**src/rtl/result_packer_if.sv**
```systemverilog
// Handshake bundle for the result packer: result stream in, packed words out.
// The bench drives through master; the packer consumes through slave.
interface result_packer_if #(
  parameter int DATA_WIDTH  = 8,
  parameter int LANES       = 4,
  parameter int COUNT_WIDTH = 32
);
  logic [DATA_WIDTH-1:0]       in_data;
  logic                        in_valid;
  logic                        flush;
  logic [DATA_WIDTH*LANES-1:0] out_data;
  logic [LANES-1:0]            out_keep;
  logic                        out_last;
  logic                        out_valid;
  logic                        out_ready;
  logic [COUNT_WIDTH-1:0]      overflow_count;

  modport master (
    output in_data, in_valid, flush, out_ready,
    input  out_data, out_keep, out_last, out_valid, overflow_count
  );

  modport slave (
    input  in_data, in_valid, flush, out_ready,
    output out_data, out_keep, out_last, out_valid, overflow_count
  );
endinterface

```
**src/rtl/result_packer.sv**
```systemverilog
// Packs the multiply-add result stream into LANES-wide words, buffers them in a
// first-word-fall-through FIFO and counts words dropped while the FIFO is full.
//
// state   | meaning
// EMPTY   | no lanes filled, lane index is 0
// PARTIAL | 1..LANES-1 lanes filled, waiting for more data or a flush
module result_packer #(
  parameter int DATA_WIDTH  = 8,
  parameter int LANES       = 4,
  parameter int FIFO_DEPTH  = 8,
  parameter int COUNT_WIDTH = 32
) (
  input  logic            clk,
  input  logic            rst,
  result_packer_if.slave  bus
);
  localparam int LW = $clog2(LANES);
  localparam int AW = $clog2(FIFO_DEPTH);
  localparam int WW = DATA_WIDTH * LANES;
  localparam int EW = WW + LANES + 1;

  typedef enum logic {EMPTY, PARTIAL} state_e;

  state_e           state_q, state_d;
  logic [LW-1:0]    lane_q, lane_d;
  logic [WW-1:0]    word_q, word_d, word_fill;
  logic [LANES-1:0] keep_q, keep_d, keep_fill;
  logic             close;

  // Closed words sit one cycle in this stage before entering the FIFO.
  logic             pend_valid_q;
  logic [EW-1:0]    pend_q;

  logic [EW-1:0]    mem_q [FIFO_DEPTH];
  logic [AW-1:0]    wr_q, rd_q;
  logic [AW:0]      cnt_q;
  logic [COUNT_WIDTH-1:0] ovf_q;
  logic             full, pop, push, drop;
  logic [EW-1:0]    head;

  always_comb begin
    word_fill = word_q;
    keep_fill = keep_q;
    if (bus.in_valid) begin
      for (int i = 0; i < LANES; i++) begin
        if (lane_q == LW'(i)) begin
          word_fill[i*DATA_WIDTH +: DATA_WIDTH] = bus.in_data;
          keep_fill[i] = 1'b1;
        end
      end
    end

    close   = 1'b0;
    state_d = state_q;
    lane_d  = lane_q;
    word_d  = word_fill;
    keep_d  = keep_fill;
    case (state_q)
      EMPTY: begin
        if (bus.in_valid && bus.flush) begin
          close = 1'b1;
        end else if (bus.in_valid) begin
          state_d = PARTIAL;
          lane_d  = lane_q + LW'(1);
        end
      end
      PARTIAL: begin
        if (bus.flush || (bus.in_valid && lane_q == LW'(LANES - 1))) begin
          close = 1'b1;
        end else if (bus.in_valid) begin
          lane_d = lane_q + LW'(1);
        end
      end
      default: state_d = EMPTY;
    endcase

    if (close) begin
      state_d = EMPTY;
      lane_d  = '0;
      word_d  = '0;
      keep_d  = '0;
    end
  end

  always_ff @(posedge clk or posedge rst) begin
    if (rst) begin
      state_q      <= EMPTY;
      lane_q       <= '0;
      word_q       <= '0;
      keep_q       <= '0;
      pend_valid_q <= 1'b0;
      pend_q       <= '0;
    end else begin
      state_q      <= state_d;
      lane_q       <= lane_d;
      word_q       <= word_d;
      keep_q       <= keep_d;
      pend_valid_q <= close;
      if (close) pend_q <= {bus.flush, keep_fill, word_fill};
    end
  end

  // A full FIFO still takes the word when the head leaves in the same cycle.
  assign full = (cnt_q == (AW+1)'(FIFO_DEPTH));
  assign pop  = bus.out_valid && bus.out_ready;
  assign push = pend_valid_q && (!full || pop);
  assign drop = pend_valid_q && !push;

  always_ff @(posedge clk) begin
    if (push) mem_q[wr_q] <= pend_q;
  end

  always_ff @(posedge clk or posedge rst) begin
    if (rst) begin
      wr_q  <= '0;
      rd_q  <= '0;
      cnt_q <= '0;
      ovf_q <= '0;
    end else begin
      if (push) wr_q <= wr_q + AW'(1);
      if (pop)  rd_q <= rd_q + AW'(1);
      case ({push, pop})
        2'b10:   cnt_q <= cnt_q + (AW+1)'(1);
        2'b01:   cnt_q <= cnt_q - (AW+1)'(1);
        default: cnt_q <= cnt_q;
      endcase
      if (drop && ovf_q != '1) ovf_q <= ovf_q + COUNT_WIDTH'(1);
    end
  end

  assign head               = mem_q[rd_q];
  assign bus.out_valid      = (cnt_q != '0);
  assign bus.out_data       = bus.out_valid ? head[WW-1:0] : '0;
  assign bus.out_keep       = bus.out_valid ? head[WW +: LANES] : '0;
  assign bus.out_last       = bus.out_valid ? head[EW-1] : 1'b0;
  assign bus.overflow_count = ovf_q;
endmodule

```
**src/flat_wrapper.sv**
```systemverilog
// flat-port wrapper written by rule: the top's interface ports become plain ports
module result_packer_flat 
#(
  parameter int DATA_WIDTH  = 8,
  parameter int LANES       = 4,
  parameter int FIFO_DEPTH  = 8,
  parameter int COUNT_WIDTH = 32
)
  (clk, rst, bus_in_data, bus_in_valid, bus_flush, bus_out_ready, bus_out_data, bus_out_keep, bus_out_last, bus_out_valid, bus_overflow_count);
  result_packer_if #(.DATA_WIDTH(DATA_WIDTH), .LANES(LANES), .COUNT_WIDTH(COUNT_WIDTH)) bus_i ();
  input  logic clk;
  input  logic rst;
  input wire logic [$bits(bus_i.in_data)-1:0] bus_in_data;
  input wire logic [$bits(bus_i.in_valid)-1:0] bus_in_valid;
  input wire logic [$bits(bus_i.flush)-1:0] bus_flush;
  input wire logic [$bits(bus_i.out_ready)-1:0] bus_out_ready;
  output wire logic [$bits(bus_i.out_data)-1:0] bus_out_data;
  output wire logic [$bits(bus_i.out_keep)-1:0] bus_out_keep;
  output wire logic [$bits(bus_i.out_last)-1:0] bus_out_last;
  output wire logic [$bits(bus_i.out_valid)-1:0] bus_out_valid;
  output wire logic [$bits(bus_i.overflow_count)-1:0] bus_overflow_count;
  assign bus_i.in_data = bus_in_data;
  assign bus_i.in_valid = bus_in_valid;
  assign bus_i.flush = bus_flush;
  assign bus_i.out_ready = bus_out_ready;
  assign bus_out_data = bus_i.out_data;
  assign bus_out_keep = bus_i.out_keep;
  assign bus_out_last = bus_i.out_last;
  assign bus_out_valid = bus_i.out_valid;
  assign bus_overflow_count = bus_i.overflow_count;
  result_packer #(.DATA_WIDTH(DATA_WIDTH), .LANES(LANES), .FIFO_DEPTH(FIFO_DEPTH), .COUNT_WIDTH(COUNT_WIDTH)) u_core (.clk(clk), .rst(rst), .bus(bus_i));
endmodule
```
**config.mk**
```make
export PLATFORM = sky130hd
export DESIGN_NAME = result_packer_flat
export DESIGN_NICKNAME = d
export VERILOG_FILES = /design/src/rtl/result_packer_if.sv /design/src/rtl/result_packer.sv /design/src/flat_wrapper.sv
export SDC_FILE = /design/constraint.sdc
export NUM_CORES = 1
export LEC_CHECK = 0
export ABC_AREA = 1
export BUFFER_PORTS_ARGS = -buffer_cell sky130_fd_sc_hd__buf_2
export CAP_MARGIN = 20
export CORE_MARGIN = 5
export CORE_UTILIZATION = 55
export DETAILED_ROUTE_END_ITERATION = 12
export PLACE_DENSITY = 0.83
export SYNTH_ARGS = -nofsm -noshare
export SYNTH_HDL_FRONTEND = slang
export SYNTH_SLANG_ARGS = --single-unit
```
**constraint.sdc**
```tcl
create_clock -name clk -period 4.6 [get_ports clk]
set_clock_uncertainty 0.05 [all_clocks]
set_input_delay 1.38 -clock clk [delete_from_list [all_inputs] [get_ports clk]]
set_output_delay 1.38 -clock clk [all_outputs]
set_load 0.01 [all_outputs]
```
=== Yosys cells after proc, flatten, opt, wreduce, memory -nomap -nowiden ===
Memories as Yosys holds them, arrays and structs flattened.
Cells that the tools add are included.

* Register bits after elaboration: 119
* Bits in writable memories: 296
* Bits of input ports: 13
* Output and inout bits: 70
* Word-level logic and storage cells: 71
* Memories: 1

* $add $sub $neg: 6
* Equality and inequality tests: 9
* Muxes and demuxes: 30
* Bitwise gates (word level): 1
* Reduce and logical (&&, ||, !) cells: 14

{| class="wikitable"
|+ Memory list
! name !! words !! bits a word !! read ports !! clocked after memory_dff !! wr ports !! line !! text
|-
| u_core.mem_q || 8 || 37 || 1 || 0 || 1 || result_packer.sv:34 || <nowiki>logic [EW-1:0] mem_q [FIFO_DEPTH];</nowiki>
|}

{| class="wikitable"
|+ Operators with widths
! kind !! number
|-
| 32-bit two-way mux || 3
|-
| 32-bit by 1-bit adder with 32-bit output (second input constant) || 1
|-
| 8-bit two-way mux || 4
|-
| 32-bit inequality test (second input constant) || 1
|-
| 1-bit two-way mux || 13
|-
| 4-bit two-way mux || 3
|-
| 2-bit two-way mux || 4
|-
| 4-bit case mux with 2 select lines || 1
|-
| 3-bit by 1-bit adder with 3-bit output (second input constant) || 2
|-
| 2-bit equality test (second input constant) || 3
|-
| 1-bit logical AND || 6
|-
| 4-bit by 1-bit adder with 4-bit output (second input constant) || 1
|-
| 2-bit by 1-bit equality test with 1-bit output (second input constant) || 2
|-
| 4-bit equality test (second input constant) || 1
|-
| 2-bit case mux with 2 select lines || 1
|-
| 4-bit nonzero test || 1
|-
| 4-bit by 1-bit subtractor with 4-bit output (second input constant) || 1
|-
| 3-bit by 2-bit inequality test with 1-bit output (second input constant) || 1
|-
| 3-bit inequality test (second input constant) || 1
|-
| 2-bit by 1-bit adder with 2-bit output (second input constant) || 1
|-
| 1-bit zero test || 2
|-
| 2-bit zero test || 1
|-
| 1-bit logical OR || 2
|-
| 1-bit case mux with 2 select lines || 1
|-
| 3 further kinds || 3
|}

=== Depth between registers and ports, before layout ===
* Word-level depth: 7
* Gate-level depth with buffers: 16
* Gate-level depth less buffers: 16

=== Worst setup path after synthesis ===
No wires, ideal clock.

* Path type: input -> register
* From: in bus_out_ready
* To: mem u_core.mem_q[0][0] (netlist name) (enable)
* Library setup time: 0.431 ns
* Arrival time: 3.508 ns
* Data required time: 4.119 ns
* Path slack: 0.611 ns
* Stages on the path: 5
* Path buffers: 0
* Path through: nor2_1 > nand3_1 > nand2_1 > or2_2 > nor2_1

* Word-level cells in the longest chain between the ends: 5

{| class="wikitable"
|+ Ends and longest elaborated chain
! item !! line !! text
|-
| start: declaration || flat_wrapper.sv:16 || <nowiki>input wire logic [$bits(bus_i.out_ready)-1:0] bus_out_ready;</nowiki>
|-
| 1-bit logical AND || result_packer.sv:105 || <nowiki>assign pop = bus.out_valid && bus.out_ready;</nowiki>
|-
| 1-bit logical OR || result_packer.sv:106 || <nowiki>assign push = pend_valid_q && (!full || pop);</nowiki>
|-
| 1-bit logical AND || result_packer.sv:106 ||
|-
| 1-bit two-way mux || result_packer.sv:110 || <nowiki>if (push) mem_q[wr_q] <= pend_q;</nowiki>
|-
| 1-bit two-way mux (not written as such) || result_packer.sv:110 ||
|-
| end: declaration || result_packer.sv:34 ||
|}

Every way passes these cells.

=== Final worst setup path ===
* From: reg u_core.rd_q[1]
* To: out bus_out_data[22]

* Word-level cells in the longest chain between the ends: 2

{| class="wikitable"
|+ Ends and longest elaborated chain
! item !! line !! text
|-
| start: declaration || result_packer.sv:35 || <nowiki>logic [AW-1:0] wr_q, rd_q;</nowiki>
|-
| start signal: assignment || result_packer.sv:121 || <nowiki>if (pop) rd_q <= rd_q + AW'(1);</nowiki>
|-
| memory 8 x 37 bit || n/a ||
|-
| 32-bit two-way mux || result_packer.sv:133 || <nowiki>assign bus.out_data = bus.out_valid ? head[WW-1:0] : '0;</nowiki>
|-
| end: declaration || flat_wrapper.sv:17 || <nowiki>output wire logic [$bits(bus_i.out_data)-1:0] bus_out_data;</nowiki>
|}

Every way passes these cells.

==> impl_metrics.env <==
export IMPL_status="finished clean"
export IMPL_clk_root_buffer_cell="clkbuf_16"
export IMPL_grt_pass1_vias=12018
export IMPL_grt_util_all_layers=0.230
export IMPL_crit_family="flip-flops"
export IMPL_r2r_start="u_core.cnt_q[1]$_DFFE_PP0P_"
export IMPL_grt_max_degree=150
export IMPL_worstSetupEndpointType="primary output"
export IMPL_finalPower_mw=11.5
export IMPL_num_vias=12091
export IMPL_arrival_ns=2.67
export IMPL_hold_viol_final=0
export IMPL_hold_buffers=0
export IMPL_initial_core_util=0.560
export IMPL_h_tree_depth=2
export IMPL_antenna_left=0
export IMPL_synth_top_family_by_area="simple AND/OR/NAND/NOR gates"
export IMPL_clock_path_buffers=3
export IMPL_syn_area_sq_mm=0.0172
export IMPL_dp_hpwl_microns=23000
export IMPL_tns_ns=0
export IMPL_die_w_microns=187
export IMPL_drc=0
export IMPL_ys_ff_latch=415
export IMPL_synth_cell_types=33
export IMPL_cts_made_buffers=41
export IMPL_gp_congestion=0.876
export IMPL_rows=64
export IMPL_clock_fmax_mhz=244
export IMPL_slew_headroom=0.364
export IMPL_fin_crit_ns=4.10
export IMPL_die_area_sq_mm=0.0350
export IMPL_max_stage_delay_ns=0.74
export IMPL_syn_to_final_growth_pct=12.7
export IMPL_synth_xor_area_share=0.00966
export IMPL_crit_buf_inv=2
export IMPL_final_max_slew_viol_count=0
export IMPL_cp_required_ns=3.17
export IMPL_ir_worst_vdd_mv=0.553
export IMPL_ioPinCount=83
export IMPL_yosysSeqAreaShare=0.689
export IMPL_finalSetupViolCount=0
export IMPL_cts_sinks=415
export IMPL_synth_top_area_share=0.516
export IMPL_die_y_microns=187
export IMPL_synth_area_leader_cell="edfxtp_1"
export IMPL_avgSynthCellArea_sq_um=11.0
export IMPL_viasPerCell=5.88
export IMPL_stdcell_count=2058
export IMPL_drtPass1Iterations=5
export IMPL_synth_area_leaders="edfxtp_1, dfrtp_1, nor2_1"
export IMPL_totalWireLength_microns=41000
export IMPL_crit_path_top_delay_cell="dfrtp_2"
export IMPL_drtIter0Drc=1289
export IMPL_worst_path_max_fanout=51
export IMPL_synth_mux_area_frac=0.0186
export IMPL_cap_violations=0
export IMPL_leakagePower_nw=7.73
export IMPL_cts_setup_buffers=0
export IMPL_synth_edf_count=296
export IMPL_max_slew_worst_pin_slew_ns=0.954
export IMPL_drive_above_1_share=0.114
export IMPL_yosysWarningCount=0
export IMPL_hp_start="u_core.cnt_q[0]$_DFFE_PP0P_"
export IMPL_synthSimpleGateAreaFrac=0.156
export IMPL_path_class="reg2out"
export IMPL_power_density_mw_per_mm2=592
export IMPL_port_buffer_count=82
export IMPL_synth_compound_area_frac=0.0873
export IMPL_detail_route_wl_per_cell_microns=19.9
export IMPL_period_share=0.892
export IMPL_cts_tree="built"
export IMPL_overflow=0
export IMPL_ys_flop_type="edfxtp_1"
export IMPL_dp_cells=1984
export IMPL_hold_class="reg2reg"
export IMPL_async_flop_share=0.287
export IMPL_synth_adder_area_share=0.00770
export IMPL_hold_slack_ns=0.457
export IMPL_cp_start_kind="flip-flop"
export IMPL_core_area_sq_mm=0.0307
export IMPL_syn_num_nets=1585
export IMPL_startpoint="u_core.rd_q[1]$_DFFE_PP0N_"
export IMPL_cts_resized=0
export IMPL_fin_nets=1654
export IMPL_synth_cells=1562
export IMPL_fill_cells=2236
export IMPL_grt_pass1_wl_microns=64700
export IMPL_cts_clk_slew_worst_paths_ns=0.06
export IMPL_crit_chain="buf_4 -> o21ai_0 -> o211ai_1 -> nand2_1 -> nor2_1 -> buf_2"
export IMPL_rsz0062_at_grt="false"
export IMPL_antenna_found_initial=2
export IMPL_insertion_delay_ns=0.53
-- worst paths after layout --
check | endpoint | slack, ns | cells past startpoint
worst max-delay path | bus_out_data[22] | 0.50 | 6
worst max register to register | u_core.cnt_q[3]$_DFFE_PP0P_ | 1.66 | 16
worst min-delay path | u_core.cnt_q[0]$_DFFE_PP0P_ | 0.46 | 1
worst min register to register | u_core.cnt_q[0]$_DFFE_PP0P_ | 0.46 | 1
min in group asynchronous | u_core.bus.overflow_count[17]$_DFFE_PP0P_ | 0.95 | 2
max in group asynchronous | u_core.word_q[29]$_DFF_PP0_ | 2.73 | 3
-- logic make-up after synthesis --
| group | after synthesis |
|---|---|
| AO/OA/AOI/OAI | 272 |
| multiplexers | 32 |
| adder cells (fa/ha/maj) | 10 |
| flip-flops | 415 |
| buffers and inverters | 127 |
| AND/OR/NAND/NOR | 687 |
| XOR/XNOR | 19 |
-- worst register-to-register path: cells and delay by family, from the launching register on --
family,cells,cell delay (ns)
adder cells (fa/ha/maj),1,0.32
buffers and inverters,5,0.67
flip-flops,1,0.41
AND/OR/NAND/NOR,10,1.37
-- cells in the final DEF (no fill, tap or decap), types with 39 or more instances in the layout --
master,Yosys,layout
a21oi_1,39,39
buf_2,23,82
clkbuf_16,0,42
dfrtp_1,119,116
edfxtp_1,296,296
inv_1,47,45
nand2_1,255,254
nor2_1,396,388
o21ai_0,139,139
-- per-stage QoR --
stage                     instance area (sq um)   util  setup WS [ns]
after floorplan                           17200      -         0.0125
after global placement                    18100  0.590           1.19
after detailed placement                  18100  0.590           1.09
after CTS                                 19400  0.631          0.518
after global routing                      19400  0.631          0.378
final                                     19400  0.631          0.496
-- synth_stat cells, types with 19 or more instances --
library cell and number:
nand2_1 255, edfxtp_1 296, dfrtp_1 119, buf_2 23
o211ai_1 37, nor2_1 396, clkbuf_1 41, mux2i_1 32
a21oi_1 39, o21ai_0 139, o22ai_1 37, nand3_1 19
inv_1 47
-- cell type report --
cell class / count / area [sq um] / share of cell area
flip-flops and latches: 415 / 11900 / 0.612
multi-input cells: 1020 / 4870 / 0.251
clock buffers: 54 / 1140 / 0.0587
repair buffers: 104 / 713 / 0.0367
well taps: 396 / 495 / 0.0255
inverters: 49 / 191 / 0.00986
clock inverters: 19 / 123 / 0.00632
diodes: 1 / 2.50 / 0.000129
-- sequential cells by signal, summed over array words and instances, names as in the netlist --
signal	flops
u_core.wr_q	3
u_core.mem_q	296
u_core.lane_q	2
u_core.state_q	1
u_core.word_q	32
u_core.bus.overflow_count	32
u_core.pend_q	37
u_core.cnt_q	4
u_core.pend_valid_q	1
u_core.keep_q	4
u_core.rd_q	3
-- routing by layer --
metal  vias to the layer above  track usage  wire [microns]  part of all wire
met5                         -            0              13           0.00032
met4                         2       0.0808            1370             0.033
met3                       113       0.0411            3590             0.088
met2                       632        0.386           20400              0.50
met1                      5856        0.306           15600              0.38
li1                       5488            -               -                 -
-- report_power, final --
part           switching, mW  internal (mW)  total (mW)
Sequential             0.416           4.61        5.02
Clock                   1.36           1.80        3.16
Combinational           2.21           1.10        3.31
Note: power is estimated with default switching activity, not from simulation.
